===== src/rtl/fetch_pkg.sv =====
// rtl/fetch_pkg.sv - shared widths, limits, FSM encoding and helpers for the instruction fetch sequencer
package fetch_pkg;

   localparam int ADDR_W    = 5;
   localparam int DATA_W    = 32;
   localparam int MEM_DEPTH = 32;
   localparam int COUNT_W   = 6;

   // Highest word address of the instruction memory; sequential fetch past it wraps or halts
   localparam logic [ADDR_W-1:0]  LAST_ADDR = ADDR_W'(MEM_DEPTH - 1);
   localparam logic [COUNT_W-1:0] COUNT_MAX = '1;

   typedef enum logic [1:0] {
      ST_IDLE  = 2'd0,
      ST_FETCH = 2'd1,
      ST_HALT  = 2'd2
   } state_t;

   // Increment that sticks at the all-ones value instead of rolling over
   function automatic logic [COUNT_W-1:0] sat_inc(input logic [COUNT_W-1:0] value);
      return (value == COUNT_MAX) ? value : value + 1'b1;
   endfunction

endpackage


===== src/rtl/next_pc_calc.sv =====
// rtl/next_pc_calc.sv - combinational branch target and next-PC selection
module next_pc_calc
   import fetch_pkg::*;
(
   input  logic [ADDR_W-1:0] pc,
   input  logic [ADDR_W-1:0] instr_pc,
   input  logic [ADDR_W-1:0] imm,
   input  logic              taken,
   input  logic              wrap_en,
   output logic [ADDR_W-1:0] next_pc,
   output logic              halt_req
);

   logic [ADDR_W-1:0] target;
   logic [ADDR_W-1:0] seq_pc;

   // Branch target is relative to the instruction after the branch; the low offset bits
   // already act as a sign-extended value once the sum wraps at the address width.
   // The end-of-memory halt only applies to sequential fetch, never to a taken branch.
   always_comb begin
      target   = instr_pc + ADDR_W'(1) + imm;
      seq_pc   = pc + ADDR_W'(1);
      halt_req = 1'b0;
      next_pc  = seq_pc;
      if (taken) begin
         next_pc = target;
      end else if ((pc == LAST_ADDR) && !wrap_en) begin
         halt_req = 1'b1;
         next_pc  = pc;
      end
   end

endmodule


===== src/rtl/instr_fetch_seq.sv =====
// rtl/instr_fetch_seq.sv - single-issue instruction fetch sequencer with branch squash, stall and wrap/halt
module instr_fetch_seq
   import fetch_pkg::*;
(
   input  logic               clk,
   input  logic               reset,
   input  logic               start,
   input  logic               stall,
   input  logic               PCSrc,
   input  logic [15:0]        Immediate,
   input  logic               wrap_en,
   input  logic [DATA_W-1:0]  mem_data,
   output logic [ADDR_W-1:0]  word_address,
   output logic [DATA_W-1:0]  instr,
   output logic [ADDR_W-1:0]  instr_pc,
   output logic               instr_valid,
   output logic               halted,
   output logic [COUNT_W-1:0] fetch_count
);

   state_t              state;
   logic [ADDR_W-1:0]   pc;
   logic [DATA_W-1:0]   ir;
   logic [ADDR_W-1:0]   ir_pc;
   logic                ir_valid;
   logic                halt_q;
   logic [COUNT_W-1:0]  count_q;

   logic                taken;
   logic [ADDR_W-1:0]   next_pc;
   logic                halt_req;

   // Only the low offset bits matter because the target wraps at the address width
   logic                unused_imm_hi;
   assign unused_imm_hi = ^Immediate[15:ADDR_W];

   // A branch only counts for a live instruction on a non-stalled fetch cycle
   assign taken = PCSrc && ir_valid && !stall && (state == ST_FETCH);

   next_pc_calc u_next_pc (
      .pc       (pc),
      .instr_pc (ir_pc),
      .imm      (Immediate[ADDR_W-1:0]),
      .taken    (taken),
      .wrap_en  (wrap_en),
      .next_pc  (next_pc),
      .halt_req (halt_req)
   );

   // Fetch FSM: owns PC, IR and every status register; stall freezes all of it
   always_ff @(posedge clk) begin
      if (reset) begin
         state    <= ST_IDLE;
         pc       <= '0;
         ir       <= '0;
         ir_pc    <= '0;
         ir_valid <= 1'b0;
         halt_q   <= 1'b0;
         count_q  <= '0;
      end else if (!stall) begin
         case (state)
            ST_IDLE: begin
               if (start) begin
                  state <= ST_FETCH;
                  pc    <= '0;
               end
            end
            ST_FETCH: begin
               pc <= next_pc;
               if (taken) begin
                  // The word read this cycle is on the wrong path: drop it, one bubble
                  ir_valid <= 1'b0;
               end else begin
                  ir       <= mem_data;
                  ir_pc    <= pc;
                  ir_valid <= 1'b1;
                  count_q  <= sat_inc(count_q);
                  if (halt_req) begin
                     state  <= ST_HALT;
                     halt_q <= 1'b1;
                  end
               end
            end
            ST_HALT: begin
               pc       <= LAST_ADDR;
               ir_valid <= 1'b0;
            end
            default: begin
               state <= ST_IDLE;
            end
         endcase
      end
   end

   assign word_address = pc;
   assign instr        = ir;
   assign instr_pc     = ir_pc;
   assign instr_valid  = ir_valid;
   assign halted       = halt_q;
   assign fetch_count  = count_q;

endmodule

===== config.mk =====
export PLATFORM = sky130hd
export DESIGN_NAME = instr_fetch_seq
export DESIGN_NICKNAME = d
export VERILOG_FILES = /design/src/rtl/fetch_pkg.sv /design/src/rtl/next_pc_calc.sv /design/src/rtl/instr_fetch_seq.sv
export SDC_FILE = /design/constraint.sdc
export NUM_CORES = 1
export LEC_CHECK = 0
export ABC_AREA = 1
export CAP_MARGIN = 20
export CORE_ASPECT_RATIO = 0.6
export CORE_MARGIN = 2
export CORE_UTILIZATION = 42
export DETAILED_ROUTE_END_ITERATION = 10
export PLACE_DENSITY_LB_ADDON = 0.1
export SLEW_MARGIN = 40
export SYNTH_ARGS = -nofsm -noshare
export SYNTH_HDL_FRONTEND = slang
export SYNTH_SLANG_ARGS = --single-unit

===== constraint.sdc =====
create_clock -name clk -period 1.95 [get_ports clk]
set_input_delay 0.39 -clock clk [delete_from_list [all_inputs] [get_ports clk]]
set_output_delay 0.39 -clock clk [all_outputs]
set_load 0.02 [all_outputs]

== Word level (Yosys, flattened, before mapping) ==
Cells that the tools add are included.
Cells by class
  reductions and logical operators: 15
  add/subtract/negate cells: 4
  mux-type cells: 12
  bitwise operators: 4
  equality and inequality tests: 8
Operator list (count)
  2-to-1 mux 5 bit: 3
  one-hot mux 5 bit (3 select lines): 1
  AND reduction 4 bit: 3
  adder 5 x 1 -> 5 bit, second input constant: 2
  adder 6 x 1 -> 6 bit, second input constant: 1
  == test 6 bit, second input constant: 1
  2-to-1 mux 2 bit: 3
  != test 2 bit, second input constant: 3
  one-hot mux 2 bit (3 select lines): 1
  adder 5 bit: 1
  == test 5 bit, second input constant: 1
  AND reduction 5 bit: 1
  logical AND 1 bit: 4
  inverter 1 bit: 4
  2-to-1 mux 1 bit: 3
  != test 3 bit, second input constant: 1
  AND reduction 3 bit: 1
  nonzero test 3 bit: 1
  == test 2 x 1 -> 1 bit, second input constant: 1
  == test 2 bit, second input constant: 1
  zero test 1 bit: 2
  zero test 2 bit: 1
  one-hot mux 1 bit (2 select lines): 1
  AND reduction 2 bit: 1
  nonzero test 2 bit: 1
Word-level totals
  bits of input ports: 54
  output and inout port bits: 50
  register bits after elaboration: 52
  word-level logic and storage cells: 50

== Logic depth before layout (Yosys ltp) ==
Gate-level depths: netlist (run 1).
  depth in word-level cells: 7
  gate-level depth with buffers: 12
  depth with buffers taken out: 12

== Cells and area by module ==
Synthesis (run 1) repeated with hierarchy kept, for this count alone.
Unflattened totals
  cells, all modules: 360
  area total of the unflattened synthesis: 2567.5 sq um
By module, submodules not included
  instr_fetch_seq: area an instance 2189.6 sq um, instances 1, cells an instance 288, sequential area each 1041.0 sq um
  next_pc_calc: area an instance 377.9 sq um, instances 1, cells an instance 72, sequential area each 0.0 sq um

== Worst setup path after synthesis (run 1) ==
No wires, ideal clock.
  path kind: reg2reg
  from: register pc[0], in the netlist word_address[0]
  to: register pc[0], in the netlist word_address[0]
  period minus slack after synthesis: 1714 ps
  path buffers: 0
  arrival time: 1582 ps
  cell stages (with the launch flop): 12
  setup slack: 236 ps
  data required time: 1818 ps
  path through: dfxtp_1 > ha_1 > nand2_1 > nor2_1 > ha_1 > inv_1 > nor2_1 > nand3_1 > nand2_1 > nor2_2 > o21ai_0 > a21oi_1
Between the ends
  longest elaborated chain between the ends: 4
Ends and longest elaborated chain
  start: declaration: line instr_fetch_seq.sv:22  | logic [ADDR_W-1:0] pc;
  start signal: assignment: line instr_fetch_seq.sv:69  | pc <= next_pc;
  adder 5 x 1 -> 5 bit or == test 5 bit (tied branches): line next_pc_calc.sv:22, next_pc_calc.sv:27
  2-to-1 mux 5 bit or logical AND 1 bit (tied branches): line next_pc_calc.sv:27  | end else if ((pc == LAST_ADDR) && !wrap_en) begin
  2-to-1 mux 5 bit or != test 3 bit (tied branches)
  one-hot mux 5 bit (3 select lines) or AND reduction 4 bit (tied branches)
Several ways; a longest one is shown, not always the timed one. The select of a mux whose other input is x is not followed.
A chain may end at the register's enable or synchronous reset.

== Final worst setup path (run 1) ==
  from: input Immediate[0]
  to: register pc[4], in the netlist word_address[4]
Between the ends
  longest elaborated chain between the ends: 3
Ends and longest elaborated chain
  start: declaration: line instr_fetch_seq.sv:10  | input logic [15:0] Immediate,
  adder 5 bit: line next_pc_calc.sv:21  | target = instr_pc + ADDR_W'(1) + imm;
  2-to-1 mux 5 bit: line next_pc_calc.sv:25  | if (taken) begin
  one-hot mux 5 bit (3 select lines): line instr_fetch_seq.sv:61  | case (state)
Every way passes these cells.

==> flow_metrics.env, run 1 <==
export IMPL_htreeDepth=2
export IMPL_ys_ff_latch=52
export IMPL_antenna_left=0
export IMPL_grt_max_degree=30
export IMPL_drt_total_wl_mm=6.020
export IMPL_clkTransAtPathRegs_ns=0.09
export IMPL_drt_iter0_drc=97
export IMPL_cts_resized=0
export IMPL_min_path_type="reg2reg"
export IMPL_irDropWorstVdd_mv=0.3654
export IMPL_start_util_pct=42.88
export IMPL_finalHoldViolCount=0
export IMPL_clock_root_buffer="clkbuf_8"
export IMPL_synth_top_area_cell="dfxtp_1"
export IMPL_synth_compound_area_share_pct=13.97
export IMPL_finalCritPeriodShare_pct=93.61
export IMPL_cts_sinks=52
export IMPL_syn_area_mm2=0.002355
export IMPL_cp_top_family="buffers and inverters"
export IMPL_ys_warn_count=0
export IMPL_die_height_um=62
export IMPL_worstSkewPairLatency_ns=0.30
export IMPL_finalSetupTns_ns=0
export IMPL_synth_mux_area_fraction_pct=0
export IMPL_rows=21
export IMPL_grt_pass1_vias=2055
export IMPL_antennaDiodeCount=0
export IMPL_drc=0
export IMPL_worstPathMaxFanout=2
export IMPL_ys_seq_area_share_pct=44.21
export IMPL_slowest_stage="clkdlybuf4s50_1"
export IMPL_fin_worst_skew_ns=0.01320
export IMPL_synth_distinct_cells=27
export IMPL_leakage_nw=1.376
export IMPL_maxCapViolCount=0
export IMPL_timing_critical_path_buf_inv=3
export IMPL_grt_pass1_wl_mm=9.432
export IMPL_yosys_most_used_dff="dfxtp_1"
export IMPL_nFillCells=509
export IMPL_viasPerCell=4.766
export IMPL_startpoint_type="input pin"
export IMPL_synth_top_family_by_area="simple AND/OR/NAND/NOR gates"
export IMPL_yosys_area_share_adder_pct=6.695
export IMPL_fin_crit_ns=1.825
export IMPL_gp_congestion=0.8605
export IMPL_crit_type="in2reg"
export IMPL_status="finished clean"
export IMPL_antenna_found_initial=0
export IMPL_max_clock_path_buffers=2
export IMPL_cp_end_kind="register"
export IMPL_numCtsBuffers=5
export IMPL_postCtsHoldBufs=0
export IMPL_die_w_um=100.7
export IMPL_synth_top_area_share_pct=44.21
export IMPL_synthArstFlopShare_pct=0
export IMPL_power_density_mw_per_mm2=633.3
export IMPL_synthTopCellsByArea="dfxtp_1, nand2_1, a21oi_1, ha_1, inv_1"
export IMPL_synth_enable_flop_cells=0
export IMPL_slew_headroom_pct=76.82
export IMPL_synth_xor_area_share_pct=1.488
export IMPL_worstMarginPinSlew_ns=0.3466
export IMPL_cts_tree="yes"
export IMPL_syn_to_final_growth_pct=48.88
export IMPL_grt_ovfl_total=0
export IMPL_syn_num_nets=386
export IMPL_path_cells="clkdlybuf4s50_1 > inv_1 > ha_1 > fa_1 > inv_1 > nand2_1 > nand2_1 > nand2_1 > nand2_1 > nand3_1 > nand2_1 > nand2_1 > a21oi_1"
export IMPL_power_w=0.002220
export IMPL_routedWlPerCell_um=12.26
export IMPL_final_util_pct=63.84
export IMPL_arrival_ns=2.05
export IMPL_vias=2340
export IMPL_setup_viol=0
export IMPL_first_pass_iters=4
export IMPL_drive_gt1_share_pct=7.820
export IMPL_slowest_delay_ns=0.47
export IMPL_nNetsFinal=487
export IMPL_crit_required_ns=2.18
export IMPL_core_area_mm2=0.005492
export IMPL_post_cts_repair_setup_buffers=0
export IMPL_path_common_cell="nand2_1"
export IMPL_die_area_mm2=0.006241
export IMPL_finalMaxSlewViolations=0
export IMPL_hpwl_mm=4.678
export IMPL_synth_common_cells="nand2_1, a21oi_1, dfxtp_1, inv_1, nand3_1"
export IMPL_synthCells=320
export IMPL_max_freq_ghz=0.5478
export IMPL_io_pins=104
export IMPL_rsz0062_at_grt="no"
export IMPL_yosys_area_share_simple_pct=25.98
export IMPL_io_buffers=92
export IMPL_yosys_cell_count_top_type="nand2_1"
export IMPL_grt_total_usage_pct=19.41
export IMPL_syn_area_per_cell_um2=7.359
final timing paths:
kind	endpoint	slack, ns	startpoint	depth (start not counted)
max	word_address[4]	0.12	Immediate[0]	13
min	halted	0.46	halted	2
max reg2reg	instr_pc[1]	0.23	state[0]	7
min reg2reg	halted	0.46	halted	2
cell families after synthesis:
| kind of cell | count (synthesis) |
|---|---|
| simple gates | 146 |
| compound gates | 65 |
| flops | 52 |
| buf+inv | 41 |
| fa+ha+maj | 12 |
| xor+xnor | 4 |
metal layers:
| metal | routed length (µm) | track usage, % | share of wire, % |
|---|---|---|---|
| met2 | 2491 | 28.95 | 41 |
| met5 | 0 | 0 | 0 |
| met1 | 2954 | 27.12 | 49 |
| met3 | 536 | 7.159 | 8.9 |
| met4 | 38 | 4.110 | 0.63 |
final cells by class:
cell class	instances	area, µm²	share of cell area, %
Multi-Input combinational cell	227	1134	32.33
Sequential cell	52	1041	29.69
Clock inverter	1	7.507	0.2141
Clock buffer	7	86.33	2.463
Inverter	28	105.1	2.998
Timing Repair Buffer	107	1046	29.84
Tap cell	69	86.33	2.463
state kept, by name, summed over array words and instances, names as in the netlist:
name / cells
halted: 1
word_address: 5
instr_pc: 5
state: 2
instr_valid: 1
instr: 32
fetch_count: 6
cells in the final DEF, fill, tap and decap left out, types with 2 or more instances in the layout:
cell,n
nand4_1,2
inv_2,4
nor2_1,12
or2_2,2
dfxtp_1,52
ha_1,11
nand3_1,14
o21ai_0,10
clkdlybuf4s50_1,92
a21oi_1,52
clkbuf_8,6
nor3_1,2
inv_1,24
xor2_1,4
nand2_1,108
buf_4,14
tightest hold or removal path: stages (launching register included):
cell	delay, ns
dfxtp_1	0.32
inv_1	0.05
a21oi_1	0.05
power by group:
part	leakage (nW)	internal [W]	total, W	switching (W)
clock network	0.0445	0.000289	0.000630	0.000341
registers	0.421	0.00110	0.00113	0.0000278
logic	0.911	0.000226	0.000458	0.000233
stage by stage:
step                      area (µm²)  worst slack (ns)  cells  hold WS [ns]
final                           3506            0.1247    491        0.4560
after floorplan                 2355            0.2360    320        0.4722
after CTS                       3506            0.1324    491        0.4643
after global placement          3412           -0.1349    483        0.4422
after detailed placement        3412           -0.1925    483        0.4509
after global routing            3506           0.01182    491        0.4803
Note: power is estimated with default switching activity, not from simulation.
==> inputs of run 2 (changes only) <==
CORE_MARGIN = default   (was 2)
==> run 2 against run 1 <==
Effect of this change:
- power up 4.1%
- via count up 0.43%
- global-route usage up 1.4 points
- clock power up 15%
- worst hold slack better by 0.0023 ns
- combinational power about the same
- critical path depth unchanged
- register-to-register slack about the same
- flip-flop and latch count unchanged
- largest power group unchanged
- sequential share of layout area about the same
- cell area about the same
- critical path type unchanged
==> flow_metrics.env, run 2 (same netlist as run 1, synthesis figures left out) <==
export IMPL_status="finished clean"
export IMPL_r2r_start="word_address[1]"
export IMPL_grt_pass1_vias=2084
export IMPL_cp_end_kind="register"
export IMPL_grt_ovfl_total=0
export IMPL_die_height_um=60
export IMPL_antennaDiodeCount=0
export IMPL_sequentialPowerShare_pct=48.9
export IMPL_drt_met1_wl_mm=2.981
export IMPL_most_common_layout_cells="nand2_1, clkdlybuf4s50_1, a21oi_1, dfxtp_1, inv_1"
export IMPL_syn_to_final_growth_pct=48.99
export IMPL_crit_required_ns=2.17
export IMPL_power_w=0.002312
export IMPL_pre_cts_slack_ns=-0.1969
export IMPL_core_area_mm2=0.005230
export IMPL_startpoint_type="input pin"
export IMPL_die_area_mm2=0.005920
export IMPL_combPwrFrac_pct=19.8
export IMPL_reg2reg_to="state[1]"
export IMPL_finalHoldViolCount=0
export IMPL_drt_total_wl_mm=5.956
export IMPL_cts_sinks=52
export IMPL_p_switching_w=0.0006010
export IMPL_leakage_nw=1.375
export IMPL_finalCritPeriodShare_pct=93.12
export IMPL_routed_top_layer="met4"
export IMPL_clockPowerShare_pct=31.3
export IMPL_rsz0062_at_grt="no"
export IMPL_holdPathStages=2
export IMPL_clkTransAtPathRegs_ns=0.09
export IMPL_r2r_slack_ns=0.22
export IMPL_setup_viol=0
export IMPL_wl_met2_mm=2.485
export IMPL_nNetsFinal=484
export IMPL_max_clock_path_buffers=2
export IMPL_holdPathEnd="halted"
export IMPL_cts_tree="yes"
export IMPL_post_cts_repair_setup_buffers=0
export IMPL_fin_crit_ns=1.816
export IMPL_grt_total_usage_pct=20.85
export IMPL_worst_slack_ns=0.1341
export IMPL_drt_iter0_drc=120
export IMPL_max_freq_ghz=0.5507
export IMPL_rows=20
export IMPL_routedWlPerCell_um=12.28
export IMPL_p_sw_share_pct=25.99
export IMPL_drc=0
export IMPL_antenna_found_initial=0
export IMPL_finalMaxSlewViolations=0
export IMPL_irDropWorstVdd_mv=0.4524
export IMPL_maxCapViolCount=0
export IMPL_min_path_type="reg2reg"
export IMPL_viasPerCell=4.845
export IMPL_arrival_ns=2.04
export IMPL_drive_gt1_share_pct=7.399
export IMPL_start_util_pct=45.02
export IMPL_grt_max_degree=33
export IMPL_slew_headroom_pct=76.54
export IMPL_fin_worst_skew_ns=0.006988
export IMPL_cts_resized=0
export IMPL_wl_met3_um=470
export IMPL_r2r_worst_path_cells=11
export IMPL_hpwl_mm=4.460
export IMPL_worstPathMaxFanout=2
export IMPL_power_density_mw_per_mm2=659.0
export IMPL_io_buffers=92
export IMPL_final_common_cell="nand2_1"
export IMPL_numCtsBuffers=5
export IMPL_grt_pass1_wl_mm=9.763
export IMPL_largest_register_ff_count=32
export IMPL_worstHoldStart="halted"
export IMPL_antenna_left=0
export IMPL_postCtsHoldBufs=0
export IMPL_htreeDepth=2
export IMPL_gp_congestion=0.8831
export IMPL_die_w_um=98.67
export IMPL_clock_root_buffer="clkbuf_8"
export IMPL_io_pins=104
export IMPL_worstSkewPairLatency_ns=0.29
export IMPL_worstMarginPinSlew_ns=0.3508
export IMPL_crit_type="in2reg"
export IMPL_first_pass_iters=4
export IMPL_vias=2350
export IMPL_intPower_w=0.001711
==> run 2: cell count changes in the layout (fill, tap and decap cells not counted), sizes merged <==
cell | previous run | this run
clkinvlp | 1 | 0
bufinv | 0 | 1
buf | 15 | 12
clkinv | 0 | 1
clkbuf | 7 | 6
==> run 2: final cells by class <==
cell class                 instances  area [µm²]
sequential                        52        1041
clock inverter                     2       35.03
multi-input combinational        227        1136
timing repair buffer             104        1036
clock buffer                       6       72.57
tap                               66       82.58
fill                             452        1722
inverter                          28       105.1
==> run 2: routing by layer <==
metal	vias up	track usage, %
met2	79	32.90
li1	1215	-
met3	2	5.614
met1	1054	29.34
met4	0	3.198
met5	-	0
==> run 2: power by group through the flow <==
stage               registers (W)  clock network (W)  logic [W]
floorplan                 0.00120                  0   0.000185
finish                    0.00113           0.000724   0.000457
global placement          0.00115                  0   0.000452
detailed placement        0.00116                  0   0.000457
global route              0.00114           0.000793   0.000505
CTS                       0.00113           0.000743   0.000459
==> run 2: worst max-delay path by stage <==
stage                                from         endpoint  cells after the start
after global placement       Immediate[0]  word_address[4]                     13
after detailed placement     Immediate[0]  word_address[4]                     13
after global routing         Immediate[0]  word_address[4]                     13
after CTS                    Immediate[0]  word_address[4]                     13
after floorplan           word_address[0]  word_address[0]                     11
final                        Immediate[0]  word_address[4]                     13
==> run 2: critical path, cell delays in order <==
cell and delay (ns):
clkdlybuf4s50_1 0.45, inv_1 0.05, ha_2 0.19, fa_1 0.35, inv_1 0.07, nand2_1 0.06, nand2_1 0.09, nand2_1 0.05
nand2_1 0.06, nand3_1 0.06, nand2_1 0.06, nand2_1 0.04, a21oi_1 0.11
==> run 2: per-stage QoR <==
step | hold WS (ns) | setup TNS [ns] | instance area [µm²] | util (%) | instances
2_1_floorplan | 0.4722 | 0 | 2355 | - | 320
3_3_place_gp | 0.4395 | -0.2574 | 3398 | 64.98 | 477
3_5_place_dp | 0.4445 | -0.3351 | 3398 | 64.98 | 477
4_1_cts | 0.4612 | 0 | 3506 | 67.03 | 485
5_1_grt | 0.4828 | 0 | 3508 | 67.08 | 485
6_report | 0.4583 | 0 | 3508 | 67.08 | 485
==> inputs of run 3 (changes only) <==
RECOVER_POWER = 100   (was default)
==> run 3 against run 2 <==
Effect of this change:
- non-clock buffer count stayed put
- register-to-register slack hardly changed
- critical endpoint is now word_address[1]
- worst hold slack worse by 0.0042 ns
- highest routed layer unchanged
- critical path depth is 11 lower
- flip-flop and latch count stayed put
- maximum frequency is 2.7% lower
- largest power group unchanged
- clock skew is 0.0013 ns lower
- final cell count stayed put
==> flow_metrics.env, run 3 (same netlist as run 1, synthesis figures left out) <==
export IMPL_irDropWorstVdd_mv=0.4507
export IMPL_path_cells="buf_4 > dlygate4sd3_1"
export IMPL_drt_total_wl_mm=5.920
export IMPL_clkTransAtPathRegs_ns=0.09
export IMPL_syn_to_final_growth_pct=48.41
export IMPL_finalHoldViolCount=0
export IMPL_max_clock_path_buffers=2
export IMPL_post_cts_repair_setup_buffers=0
export IMPL_die_area_mm2=0.005920
export IMPL_rsz0062_at_grt="no"
export IMPL_startpoint_type="register"
export IMPL_crit_required_ns=1.56
export IMPL_nFillCells=452
export IMPL_io_pins=104
export IMPL_register_area_mm2=0.001041
export IMPL_cp_end_kind="primary output"
export IMPL_place_inst=477
export IMPL_worstSkewPairLatency_ns=0.29
export IMPL_drc=0
export IMPL_postCtsHoldBufs=0
export IMPL_start_util_pct=45.02
export IMPL_antenna_found_initial=0
export IMPL_gp_congestion=0.8831
export IMPL_slew_headroom_pct=76.52
export IMPL_worstPathMaxFanout=5
export IMPL_finalMaxSlewViolations=0
export IMPL_fin_cells=485
export IMPL_grt_pass1_vias=2084
export IMPL_htreeDepth=2
export IMPL_multiInputGateArea_mm2=0.001131
export IMPL_setup_viol=0
export IMPL_power_density_mw_per_mm2=655.5
export IMPL_drt_iter0_drc=122
export IMPL_slowest_delay_ns=0.67
export IMPL_routedWlPerCell_um=12.21
export IMPL_min_path_type="reg2reg"
export IMPL_cts_sinks=52
export IMPL_die_height_um=60
export IMPL_antenna_left=0
export IMPL_leakage_nw=1.542
export IMPL_io_buffers=92
export IMPL_first_pass_iters=4
export IMPL_most_common_layout_cells="nand2_1, a21oi_1, dfxtp_1"
export IMPL_finalCritPeriodShare_pct=95.76
export IMPL_max_freq_ghz=0.5356
export IMPL_viasPerCell=4.866
export IMPL_final_common_cell="nand2_1"
export IMPL_vias=2360
export IMPL_die_w_um=98.67
export IMPL_status="finished clean"
export IMPL_arrival_ns=1.48
export IMPL_cts_tree="yes"
export IMPL_fin_crit_ns=1.867
export IMPL_grt_total_usage_pct=20.85
export IMPL_worstMarginPinSlew_ns=0.3512
export IMPL_final_util_pct=66.82
export IMPL_numCtsBuffers=5
export IMPL_slowest_stage="dlygate4sd3_1"
export IMPL_drive_gt1_share_pct=7.399
export IMPL_maxCapViolCount=0
export IMPL_grt_ovfl_total=0
export IMPL_antennaDiodeCount=0
export IMPL_grt_pass1_wl_mm=9.763
export IMPL_rows=20
export IMPL_r2r_worst_path_cells=11
export IMPL_largest_register_ff_count=32
export IMPL_fin_worst_skew_ns=0.005735
export IMPL_holdPathStages=2
export IMPL_core_area_mm2=0.005230
export IMPL_nNetsFinal=484
export IMPL_clock_root_buffer="clkbuf_8"
export IMPL_crit_type="reg2out"
export IMPL_hpwl_mm=4.460
export IMPL_grt_max_degree=33
run 3: power breakdown:
part / total (W) / switching, W / internal, W
Combinational: 0.000439 / 0.000230 / 0.000209
Clock: 0.000723 / 0.000342 / 0.000381
Sequential: 0.00113 / 0.0000251 / 0.00110
run 3: area by class of cell:
type,instances,area share [%]
multi-input combinational,227,32.37
timing repair buffer,104,29.40
clock inverter,2,1.003
clock buffer,6,2.077
inverter,28,3.008
sequential,52,29.79
tap,66,2.363
run 3: metal layers:
metal	up-vias	GRT usage, %	share of wire, %
li1	1218	-	-
met1	1060	29.34	49
met2	80	32.90	42
met3	2	5.614	7.9
met4	0	3.198	0.34
met5	-	0	0
run 3: final timing paths:
check,slack [ns],from,end
worst min-delay path,0.45,halted,halted
worst min register to register,0.45,halted,halted
worst max register to register,0.22,word_address[1],state[1]
worst max-delay path,0.08,word_address[1],word_address[1]
run 3: stage by stage:
step | cell area [µm²] | hold WS (ns) | worst slack, ns | power, W | TNS (ns)
floorplan | 2355 | 0.4722 | 0.2360 | 0.001386 | 0
global placement | 3398 | 0.4395 | -0.1576 | 0.001607 | -0.2574
detailed placement | 3398 | 0.4445 | -0.1969 | 0.001612 | -0.3351
CTS | 3506 | 0.4612 | 0.1191 | 0.002333 | 0
global route | 3495 | 0.4799 | 0.004043 | 0.002416 | 0
finish | 3495 | 0.4541 | 0.08277 | 0.002291 | 0
run 3: what timing repair did:
item,4_1_cts,5_1_grt
resized for setup,0,1
endpoints found under the hold margin,0,0
endpoints found under the setup margin,0,1
run 3: critical path: cells and delay by family, from the launching register on:
family   cells  cell delay, ns
buf+inv      2            0.82
flops        1            0.37
